**src/rtl/conv_pkg.sv**
```systemverilog
// Shared types and constants for the 1-D convolution controller slice.
package conv_pkg;

  typedef enum logic [1:0] {
    S_LOAD  = 2'd0,
    S_CLEAR = 2'd1,
    S_MAC   = 2'd2,
    S_OUT   = 2'd3
  } conv_state_t;

  localparam int DATA_W       = 8;
  localparam int PROD_W       = 16;
  localparam int ACC_W        = 18;
  localparam int DATA_N_DEF   = 8;
  localparam int FILTER_N_DEF = 4;

  // Number of valid-mode outputs per frame.
  function automatic int n_out(input int data_n, input int filter_n);
    return data_n - filter_n + 1;
  endfunction

  localparam int N_OUT = n_out(DATA_N_DEF, FILTER_N_DEF);

endpackage

```
**src/rtl/conv_controller_if.sv**
```systemverilog
// Handshake and memory/accumulator control bundle between the controller and its datapath.
interface conv_controller_if #(
  parameter int LG_DATA_N   = 3,
  parameter int LG_FILTER_N = 2
);
  logic                   s_valid_x;
  logic                   s_ready_x;
  logic                   s_valid_f;
  logic                   s_ready_f;
  logic [LG_DATA_N-1:0]   addr_x;
  logic                   wr_en_x;
  logic [LG_FILTER_N-1:0] addr_f;
  logic                   wr_en_f;
  logic                   clear_acc;
  logic                   en_acc;
  logic                   m_valid_y;
  logic                   m_ready_y;

  modport master (
    input  s_valid_x, s_valid_f, m_ready_y,
    output s_ready_x, s_ready_f, addr_x, wr_en_x, addr_f, wr_en_f,
           clear_acc, en_acc, m_valid_y
  );

  modport slave (
    output s_valid_x, s_valid_f, m_ready_y,
    input  s_ready_x, s_ready_f, addr_x, wr_en_x, addr_f, wr_en_f,
           clear_acc, en_acc, m_valid_y
  );
endinterface

```
**src/rtl/conv_idx_counter.sv**
```systemverilog
// Index counter with synchronous clear, increment and a compare-to-limit flag.
module conv_idx_counter #(
  parameter int WIDTH = 4,
  parameter int LIMIT = 8
) (
  input  logic             clk,
  input  logic             reset,
  input  logic             clr,
  input  logic             inc,
  output logic [WIDTH-1:0] count,
  output logic             at_limit
);
  logic [WIDTH-1:0] count_r;

  // Count register; clear wins over increment.
  always_ff @(posedge clk) begin
    if (!reset) begin
      count_r <= '0;
    end else if (clr) begin
      count_r <= '0;
    end else if (inc) begin
      count_r <= count_r + WIDTH'(1);
    end else begin
      count_r <= count_r;
    end
  end

  assign count    = count_r;
  assign at_limit = (count_r == WIDTH'(LIMIT));
endmodule

```
**src/rtl/conv_controller.sv**
```systemverilog
// Sequencer for the 1-D valid-mode convolution datapath: load x/f, MAC each y[n], hand it off.
// Optional macro CONV_PERF_CNT_EN adds the busy_cycles performance counter output.
module conv_controller
  import conv_pkg::*;
#(
  parameter int DATA_N      = 8,
  parameter int FILTER_N    = 4,
  parameter int LG_DATA_N   = 3,
  parameter int LG_FILTER_N = 2
) (
  input  logic clk,
  input  logic reset,
  conv_controller_if.master bus
`ifdef CONV_PERF_CNT_EN
  ,
  output logic [15:0] busy_cycles
`endif
);
  localparam int CX_W    = LG_DATA_N + 1;
  localparam int CF_W    = LG_FILTER_N + 1;
  localparam int OUT_CNT = n_out(DATA_N, FILTER_N);

  conv_state_t state_r;
  conv_state_t state_next_s;

  logic [CX_W-1:0]        cnt_x_s;
  logic [CF_W-1:0]        cnt_f_s;
  logic [LG_DATA_N-1:0]   n_s;
  logic [LG_FILTER_N-1:0] j_s;
  logic                   x_full_s;
  logic                   f_full_s;
  logic                   n_last_s;
  logic                   j_last_s;

  logic inc_x_s;
  logic inc_f_s;
  logic inc_n_s;
  logic inc_j_s;
  logic clr_frame_s;
  logic clr_j_s;
  logic x_done_s;
  logic f_done_s;

  logic                   ready_x_s;
  logic                   ready_f_s;
  logic                   wr_x_s;
  logic                   wr_f_s;
  logic                   clear_s;
  logic                   en_s;
  logic                   valid_y_s;
  logic [LG_DATA_N-1:0]   addr_x_s;
  logic [LG_FILTER_N-1:0] addr_f_s;
  logic [LG_DATA_N-1:0]   mac_addr_s;

  conv_idx_counter #(.WIDTH(CX_W), .LIMIT(DATA_N)) u_cnt_x (
    .clk(clk), .reset(reset), .clr(clr_frame_s), .inc(inc_x_s),
    .count(cnt_x_s), .at_limit(x_full_s)
  );

  conv_idx_counter #(.WIDTH(CF_W), .LIMIT(FILTER_N)) u_cnt_f (
    .clk(clk), .reset(reset), .clr(clr_frame_s), .inc(inc_f_s),
    .count(cnt_f_s), .at_limit(f_full_s)
  );

  conv_idx_counter #(.WIDTH(LG_DATA_N), .LIMIT(OUT_CNT - 1)) u_cnt_n (
    .clk(clk), .reset(reset), .clr(clr_frame_s), .inc(inc_n_s),
    .count(n_s), .at_limit(n_last_s)
  );

  conv_idx_counter #(.WIDTH(LG_FILTER_N), .LIMIT(FILTER_N - 1)) u_cnt_j (
    .clk(clk), .reset(reset), .clr(clr_j_s), .inc(inc_j_s),
    .count(j_s), .at_limit(j_last_s)
  );

  // Valid-mode window never exceeds DATA_N-1, so no wrap handling is needed.
  assign mac_addr_s = n_s + LG_DATA_N'(j_s);

  // State register.
  always_ff @(posedge clk) begin
    if (!reset) begin
      state_r <= S_LOAD;
    end else begin
      state_r <= state_next_s;
    end
  end

  // Next-state, counter control and output decode.
  always_comb begin
    state_next_s = state_r;
    ready_x_s    = 1'b0;
    ready_f_s    = 1'b0;
    wr_x_s       = 1'b0;
    wr_f_s       = 1'b0;
    clear_s      = 1'b0;
    en_s         = 1'b0;
    valid_y_s    = 1'b0;
    addr_x_s     = '0;
    addr_f_s     = '0;
    inc_x_s      = 1'b0;
    inc_f_s      = 1'b0;
    inc_n_s      = 1'b0;
    inc_j_s      = 1'b0;
    clr_frame_s  = 1'b0;
    clr_j_s      = 1'b0;
    x_done_s     = 1'b0;
    f_done_s     = 1'b0;
    case (state_r)
      S_LOAD: begin
        ready_x_s = !x_full_s;
        ready_f_s = !f_full_s;
        wr_x_s    = bus.s_valid_x & ready_x_s;
        wr_f_s    = bus.s_valid_f & ready_f_s;
        addr_x_s  = cnt_x_s[LG_DATA_N-1:0];
        addr_f_s  = cnt_f_s[LG_FILTER_N-1:0];
        inc_x_s   = wr_x_s;
        inc_f_s   = wr_f_s;
        // Look ahead at the write completing each memory so compute starts with no idle cycle.
        x_done_s  = x_full_s | (wr_x_s & (cnt_x_s == CX_W'(DATA_N - 1)));
        f_done_s  = f_full_s | (wr_f_s & (cnt_f_s == CF_W'(FILTER_N - 1)));
        if (x_done_s & f_done_s) begin
          state_next_s = S_CLEAR;
        end else begin
          state_next_s = S_LOAD;
        end
      end
      S_CLEAR: begin
        clear_s      = 1'b1;
        clr_j_s      = 1'b1;
        addr_x_s     = mac_addr_s;
        state_next_s = S_MAC;
      end
      S_MAC: begin
        en_s     = 1'b1;
        addr_x_s = mac_addr_s;
        addr_f_s = j_s;
        if (j_last_s) begin
          clr_j_s      = 1'b1;
          state_next_s = S_OUT;
        end else begin
          inc_j_s      = 1'b1;
          state_next_s = S_MAC;
        end
      end
      S_OUT: begin
        valid_y_s = 1'b1;
        addr_x_s  = mac_addr_s;
        if (bus.m_ready_y) begin
          if (n_last_s) begin
            clr_frame_s  = 1'b1;
            state_next_s = S_LOAD;
          end else begin
            inc_n_s      = 1'b1;
            state_next_s = S_CLEAR;
          end
        end else begin
          state_next_s = S_OUT;
        end
      end
      default: begin
        state_next_s = S_LOAD;
      end
    endcase
  end

  // Every output is forced low while reset is held.
  assign bus.s_ready_x = reset & ready_x_s;
  assign bus.s_ready_f = reset & ready_f_s;
  assign bus.wr_en_x   = reset & wr_x_s;
  assign bus.wr_en_f   = reset & wr_f_s;
  assign bus.clear_acc = reset & clear_s;
  assign bus.en_acc    = reset & en_s;
  assign bus.m_valid_y = reset & valid_y_s;
  assign bus.addr_x    = reset ? addr_x_s : '0;
  assign bus.addr_f    = reset ? addr_f_s : '0;

`ifdef CONV_PERF_CNT_EN
  logic [15:0] busy_r;

  // Busy-cycle counter: the finished frame's total stays visible through S_LOAD and is zeroed as the next frame starts computing.
  always_ff @(posedge clk) begin
    if (!reset) begin
      busy_r <= 16'h0000;
    end else if (state_r == S_LOAD) begin
      if (state_next_s == S_CLEAR) begin
        busy_r <= 16'h0000;
      end else begin
        busy_r <= busy_r;
      end
    end else if (busy_r != 16'hFFFF) begin
      busy_r <= busy_r + 16'h0001;
    end else begin
      busy_r <= busy_r;
    end
  end

  assign busy_cycles = reset ? busy_r : 16'h0000;
`endif

endmodule

```
**src/flat_wrapper.sv**
```systemverilog
// flat-port wrapper written by rule: the top's interface ports become plain ports
module conv_controller_flat import conv_pkg::*;
#(
  parameter int DATA_N      = 8,
  parameter int FILTER_N    = 4,
  parameter int LG_DATA_N   = 3,
  parameter int LG_FILTER_N = 2
)
  (clk, reset, bus_s_valid_x, bus_s_valid_f, bus_m_ready_y, bus_s_ready_x, bus_s_ready_f, bus_addr_x, bus_wr_en_x, bus_addr_f, bus_wr_en_f, bus_clear_acc, bus_en_acc, bus_m_valid_y);
  conv_controller_if #(.LG_DATA_N(LG_DATA_N), .LG_FILTER_N(LG_FILTER_N)) bus_i ();
  input  logic clk;
  input  logic reset;
  input wire logic [$bits(bus_i.s_valid_x)-1:0] bus_s_valid_x;
  input wire logic [$bits(bus_i.s_valid_f)-1:0] bus_s_valid_f;
  input wire logic [$bits(bus_i.m_ready_y)-1:0] bus_m_ready_y;
  output wire logic [$bits(bus_i.s_ready_x)-1:0] bus_s_ready_x;
  output wire logic [$bits(bus_i.s_ready_f)-1:0] bus_s_ready_f;
  output wire logic [$bits(bus_i.addr_x)-1:0] bus_addr_x;
  output wire logic [$bits(bus_i.wr_en_x)-1:0] bus_wr_en_x;
  output wire logic [$bits(bus_i.addr_f)-1:0] bus_addr_f;
  output wire logic [$bits(bus_i.wr_en_f)-1:0] bus_wr_en_f;
  output wire logic [$bits(bus_i.clear_acc)-1:0] bus_clear_acc;
  output wire logic [$bits(bus_i.en_acc)-1:0] bus_en_acc;
  output wire logic [$bits(bus_i.m_valid_y)-1:0] bus_m_valid_y;
  assign bus_i.s_valid_x = bus_s_valid_x;
  assign bus_i.s_valid_f = bus_s_valid_f;
  assign bus_i.m_ready_y = bus_m_ready_y;
  assign bus_s_ready_x = bus_i.s_ready_x;
  assign bus_s_ready_f = bus_i.s_ready_f;
  assign bus_addr_x = bus_i.addr_x;
  assign bus_wr_en_x = bus_i.wr_en_x;
  assign bus_addr_f = bus_i.addr_f;
  assign bus_wr_en_f = bus_i.wr_en_f;
  assign bus_clear_acc = bus_i.clear_acc;
  assign bus_en_acc = bus_i.en_acc;
  assign bus_m_valid_y = bus_i.m_valid_y;
  conv_controller #(.DATA_N(DATA_N), .FILTER_N(FILTER_N), .LG_DATA_N(LG_DATA_N), .LG_FILTER_N(LG_FILTER_N)) u_core (.clk(clk), .reset(reset), .bus(bus_i));
endmodule
```
**config.mk**
```make
export PLATFORM = sky130hd
export DESIGN_NAME = conv_controller_flat
export DESIGN_NICKNAME = d
export VERILOG_FILES = /design/src/rtl/conv_pkg.sv /design/src/rtl/conv_controller_if.sv /design/src/rtl/conv_idx_counter.sv /design/src/rtl/conv_controller.sv /design/src/flat_wrapper.sv
export SDC_FILE = /design/constraint.sdc
export NUM_CORES = 1
export LEC_CHECK = 0
export ABC_CLOCK_PERIOD_IN_PS = 2200
export BUFFER_PORTS_ARGS = -buffer_cell sky130_fd_sc_hd__clkbuf_2
export CAP_MARGIN = 0
export CORE_AREA = 2 2 51 53
export DETAILED_ROUTE_END_ITERATION = 8
export DIE_AREA = 0 0 53 55
export GPL_ROUTABILITY_DRIVEN = 0
export MAX_ROUTING_LAYER = met4
export PLACE_DENSITY = 0.75
export SYNTH_ARGS = -nofsm -noshare
export SYNTH_HDL_FRONTEND = slang
export SYNTH_SLANG_ARGS = --single-unit
export TNS_END_PERCENT = 50
```
**constraint.sdc**
```tcl
create_clock -name clk -period 2.2 [get_ports clk]
set_input_delay 0.44 -clock clk [delete_from_list [all_inputs] [get_ports clk]]
set_output_delay 0.44 -clock clk [all_outputs]
set_load 0.05 [all_outputs]
```
Word-level counts from Yosys, hierarchy flattened
Cells that the tools add are included.

Input bits: 5. Register bits after elaboration: 14. Word-level logic and storage cells: 66.

Bitwise logic cells: 15. Reduce and logical (&&, ||, !) cells: 6. Equality and inequality tests: 9. Add/subtract/negate cells: 5. Multiplexer cells: 26.

Operators with widths (count): 1-bit two-way mux (19); 1-bit bitwise AND (12); 2-bit case mux with 4 select lines (1); 3-bit by 1-bit adder with 3-bit output, second input constant (2); 2-bit == test, second input constant (3); 3-bit == test, second input constant (2); 3-bit case mux with 2 select lines (1); 4-bit by 1-bit adder with 4-bit output, second input constant (1); 4-bit by 3-bit == test with 1-bit output, second input constant (1); 4-bit == test, second input constant (1); 2-bit two-way mux (2); 2-bit case mux with 2 select lines (1); 2-bit OR reduction (2); 3-bit by 2-bit adder with 3-bit output (1); 3-bit by 2-bit == test with 1-bit output, second input constant (1); 3-bit two-way mux (1); 3-bit OR reduction (1); 2-bit by 1-bit adder with 2-bit output, second input constant (1); 2-bit by 1-bit == test with 1-bit output, second input constant (1); 1-bit zero test (2); 2-bit zero test (1); 1-bit OR (2); 1-bit case mux with 2 select lines (1); 1-bit inverter (1).

Logic depth before layout (Yosys ltp)
Depth after elaboration: 8. Gate-level depth with buffers: 6. Gate-level depth less buffers: 6.

Cells and area by module
A second synthesis with hierarchy kept.

Cells, all modules: 113. Area total of the unflattened synthesis: 1006.0 sq um.

Modules (own cells, without submodules): conv_controller (area an instance 404.1 sq um, cells each 51, seq. area each 40.0 sq um, instances 1); conv_idx_counter at u_core.u_cnt_f ... (area an instance 153.9 sq um, cells each 16, seq. area each 60.1 sq um, instances 2); conv_idx_counter at u_core.u_cnt_x (area an instance 209.0 sq um, cells each 22, seq. area each 80.1 sq um, instances 1); conv_idx_counter at u_core.u_cnt_j (area an instance 85.1 sq um, cells each 8, seq. area each 40.0 sq um, instances 1).

Worst setup path before layout
Ideal clock, no wire load.

Kind: reg2out. Start: reg u_core.u_cnt_x.count_r[0] (netlist: u_core.u_cnt_x.count[0]). End: out bus_wr_en_x. Arrival time: 1904 ps. Path buffers: 0. Setup slack: -144 ps. Required time: 1760 ps. Cell stages (with the launch flop): 5. Cell sequence: dfxtp_1 > inv_1 > ha_1 > and3b_1 > nor3_1.

Word-level cells in the longest chain between the ends: 5.

Ends and longest elaborated chain: start, declared (RTL line conv_idx_counter.sv:13) `logic [WIDTH-1:0] count_r;`; start signal, assigned (RTL line conv_idx_counter.sv:22) `count_r <= count_r + WIDTH'(1);`; start signal, assigned (RTL line conv_idx_counter.sv:24) `count_r <= count_r;`; 4-bit == test (RTL line conv_idx_counter.sv:29) `assign at_limit = (count_r == WIDTH'(LIMIT));`; 1-bit zero test (RTL line conv_controller.sv:109) `ready_x_s = !x_full_s;`; 1-bit bitwise AND (RTL line conv_controller.sv:111) `wr_x_s = bus.s_valid_x & ready_x_s;`; 1-bit two-way mux (RTL line conv_controller.sv:107) `case (state_r)`; 1-bit bitwise AND (RTL line conv_controller.sv:168) `assign bus.wr_en_x = reset & wr_x_s;`; end, declared (RTL line flat_wrapper.sv:19) `output wire logic [$bits(bus_i.wr_en_x)-1:0] bus_wr_en_x;`.

Every way passes these cells.

Worst setup path in the final report
Start: reg u_core.u_cnt_j.count_r[0] (netlist: u_core.u_cnt_j.count[0]). End: out bus_addr_x[2].

Word-level cells in the longest chain between the ends: 3.

Ends and longest elaborated chain: start, declared (RTL line conv_idx_counter.sv:13); start signal, assigned (RTL line conv_idx_counter.sv:22); start signal, assigned (RTL line conv_idx_counter.sv:24); 3-bit by 2-bit adder with 3-bit output (RTL line conv_controller.sv:76) `assign mac_addr_s = n_s + LG_DATA_N'(j_s);`; 3-bit case mux with 2 select lines (RTL line conv_controller.sv:107); 3-bit two-way mux (RTL line conv_controller.sv:173) `assign bus.addr_x = reset ? addr_x_s : '0;`; end, declared (RTL line flat_wrapper.sv:18) `output wire logic [$bits(bus_i.addr_x)-1:0] bus_addr_x;`.

Every way passes these cells.

==> impl_metrics.json <==
{
  "status": "complete, but fails checks",
  "violations": "negative setup slack",
  "synth_top_area_share_pct": 27.8,
  "ir_drop_uv": 342,
  "synth_xor_area_share_pct": 1.74,
  "p_leak_nw": 0.529,
  "hold_class": "in -> reg",
  "coreArea_sq_um": 2360,
  "route.detailed.drc": 0,
  "placed_cell_area_sq_um": 1130,
  "overflow": 0,
  "synth_edf_count": 0,
  "async_flop_share_pct": 0,
  "path_clk_slew_ns": 0.09,
  "synthTopCellsByArea": "dfxtp_1 28%, ha_1 17%, a21oi_1 6.0%, o21ai_0 5.0%, inv_1 4.8%",
  "yosys-mux-area-fraction_pct": 3.97,
  "finalHoldViolCount": 0,
  "rows": 18,
  "stdcell_area_sq_um": 1230,
  "synth_simple_gate_area_share_pct": 22.6,
  "antenna_found_initial": 0,
  "cts_sinks": 14,
  "die_x_microns": 53,
  "num_vias": 945,
  "grtUsageTotal_pct": 18.7,
  "dieHeight_microns": 55,
  "postRouteAntennaNets": 0,
  "wl_per_cell_microns": 13.1,
  "powerDensity_nw_per_um2": 464,
  "ys_seq_area_share_pct": 27.8,
  "cts_root_buf": "clkbuf_4",
  "fin_ws_ns": -0.0322,
  "rsz0062_at_grt": "yes",
  "grt_pass1_vias": 872,
  "dr.pass1.iters": 4,
  "worst_pin_slew_ns": 0.494,
  "synthFlopType": "dfxtp_1",
  "maxCapViolCount": 0,
  "fin_cells": 177,
  "dieArea_sq_um": 2920,
  "fill_cells": 242,
  "wl_microns": 2320,
  "dp.cells": 171,
  "dp_hpwl_microns": 1780,
  "min_period_ns": 2.23,
  "cts_tree": "done",
  "endpoint_kind": "output pin",
  "crit_arrival_ns": 1.79,
  "ys_warn_count": 0,
  "yosysTopAreaCell": "dfxtp_1",
  "final-setup-viol-count": 1,
  "clkLatencyLatePin_ns": 0.29,
  "synth_compound_area_share_pct": 18.2,
  "drt_iter0_drc": 20,
  "initial_core_util_pct": 42.6,
  "synth_common_cells": "14 x dfxtp_1, 14 x ha_1, 13 x inv_1, 13 x nor2_1, 12 x a21oi_1",
  "num_antenna_cells": 0,
  "netlist_area_sq_um": 1010,
  "area_growth_pct": 21.6,
  "post-route-period-util_pct": 101,
  "final_layout_size_suffix_gt1_share_pct": 27.9,
  "maxSlewHeadroom_pct": 67.0,
  "ctsLongestPathBuffers": 2,
  "num_io_pins": 17,
  "syn_area_per_cell_sq_um": 8.00,
  "utilization_pct": 51.9,
  "synth_seq_cells": 14,
  "crit_type": "reg -> out",
  "preCtsSetupSlack_ns": 0.132,
  "clock-skew-final_ns": 0.00148,
  "synth_cell_types": 31,
  "grt_pass1_wl_microns": 3760,
  "port_buffers": 16,
  "synth_top_family_by_area": "simple AND/OR/NAND/NOR gates",
  "syn_nets": 146,
  "cts_buffers": 3,
  "holdBufCountCts": 0,
  "grt_max_degree": 10,
  "fmax_mhz": 448,
  "required_ns": 1.76,
  "slew_violations": 0,
  "critPathLaunchType": "flip-flop",
  "htreeDepth": 1,
  "final_nets": 168,
  "synth_cells": 126,
  "timing.hold.ws_ns": 0.456,
  "viasPerCell": 5.34,
  "path_max_fanout": 2,
  "synth_fa_ha_area_share_pct": 19.4
}
report_power, final:
group          internal [mW]  switching, mW
Sequential             0.261        0.00830
Combinational         0.0328         0.0696
Clock                  0.101         0.0969
Total                  0.395          0.175
state kept, by name (all words and copies together), names as in the netlist:
signal and flops:
u_core.u_cnt_x.count 4, u_core.u_cnt_f.count 3, u_core.u_cnt_n.count 3, u_core.state_r 2
u_core.u_cnt_j.count 2
final timing paths:
path | cells past startpoint | slack, ns | end | from
min | 3 | 0.46 | u_core.u_cnt_n.count[1]$_SDFFE_PP0P_ | bus_m_ready_y
max | 7 | -0.03 | bus_addr_x[2] | u_core.u_cnt_j.count[0]$_SDFFE_PP0P_
min reg2reg | 2 | 0.52 | u_core.u_cnt_x.count[0]$_SDFFE_PP0P_ | u_core.u_cnt_x.count[0]$_SDFFE_PP0P_
max reg2reg | 4 | 0.69 | u_core.u_cnt_f.count[2]$_SDFFE_PP0P_ | u_core.state_r[1]$_SDFF_PN0_
final cells by class:
cell class / instances / area [sq um] / area share, %
multi-input cells: 96 / 692 / 56.4
flip-flops and latches: 14 / 285 / 23.3
repair buffers: 19 / 123 / 10.0
inverters: 14 / 52.6 / 4.29
well taps: 30 / 37.5 / 3.06
clock buffers: 4 / 36.3 / 2.96
worst max-delay path, cell delays in order (launching register included):
cell and delay [ns]:
dfxtp_2 0.34, ha_2 0.17, inv_2 0.04, fa_2 0.34, xnor2_2 0.16, mux2i_1 0.09, nor2_1 0.15, clkbuf_8 0.21
routing by layer:
metal | GRT usage [%] | part of all wire [%] | wire, microns | up-vias
li1 | - | - | - | 481
met1 | 19.7 | 42 | 965 | 443
met2 | 34.0 | 54 | 1240 | 14
met3 | 3.23 | 2.8 | 65 | 7
met4 | 9.40 | 1.9 | 43 | 0
met5 | - | 0 | 0 | -
cell usage in the layout, fill, tap and decap left out, drive strengths merged, types with 3 or more instances in the layout:
cell | synthesis | routed
a21oi | 13 | 13
a22oi | 3 | 3
and2 | 7 | 7
buf | 1 | 3
clkbuf | 1 | 20
dfxtp | 14 | 14
ha | 14 | 14
inv | 13 | 13
mux2i | 4 | 4
nand2 | 6 | 6
nand3 | 9 | 9
nor2 | 13 | 13
o21ai | 11 | 11
cells by family (layout without fill, tap and decap cells):
group	Yosys count	count (layout)
buffers and inverters	16	37
and+or+nand+nor	44	44
AOI/OAI and AO/OA	31	31
adders and majority gates	15	15
xor gates and xnor gates	2	2
muxes	4	4
DFF	14	14
what timing repair did:
item	in CTS	in global routing
setup buffers	2	0
resized for setup	7	9
pin swaps	1	4
endpoints found under the hold margin	0	0
setup endpoints to repair	2	6
metrics by stage:
stage / total power, mW / TNS, ns
after floorplan: 0.349 / -0.0364
after global placement: 0.374 / 0
after detailed placement: 0.376 / 0
after CTS: 0.569 / -0.0541
after global routing: 0.589 / -0.173
final: 0.570 / -0.0322
Power figures use the tool's default switching activity.
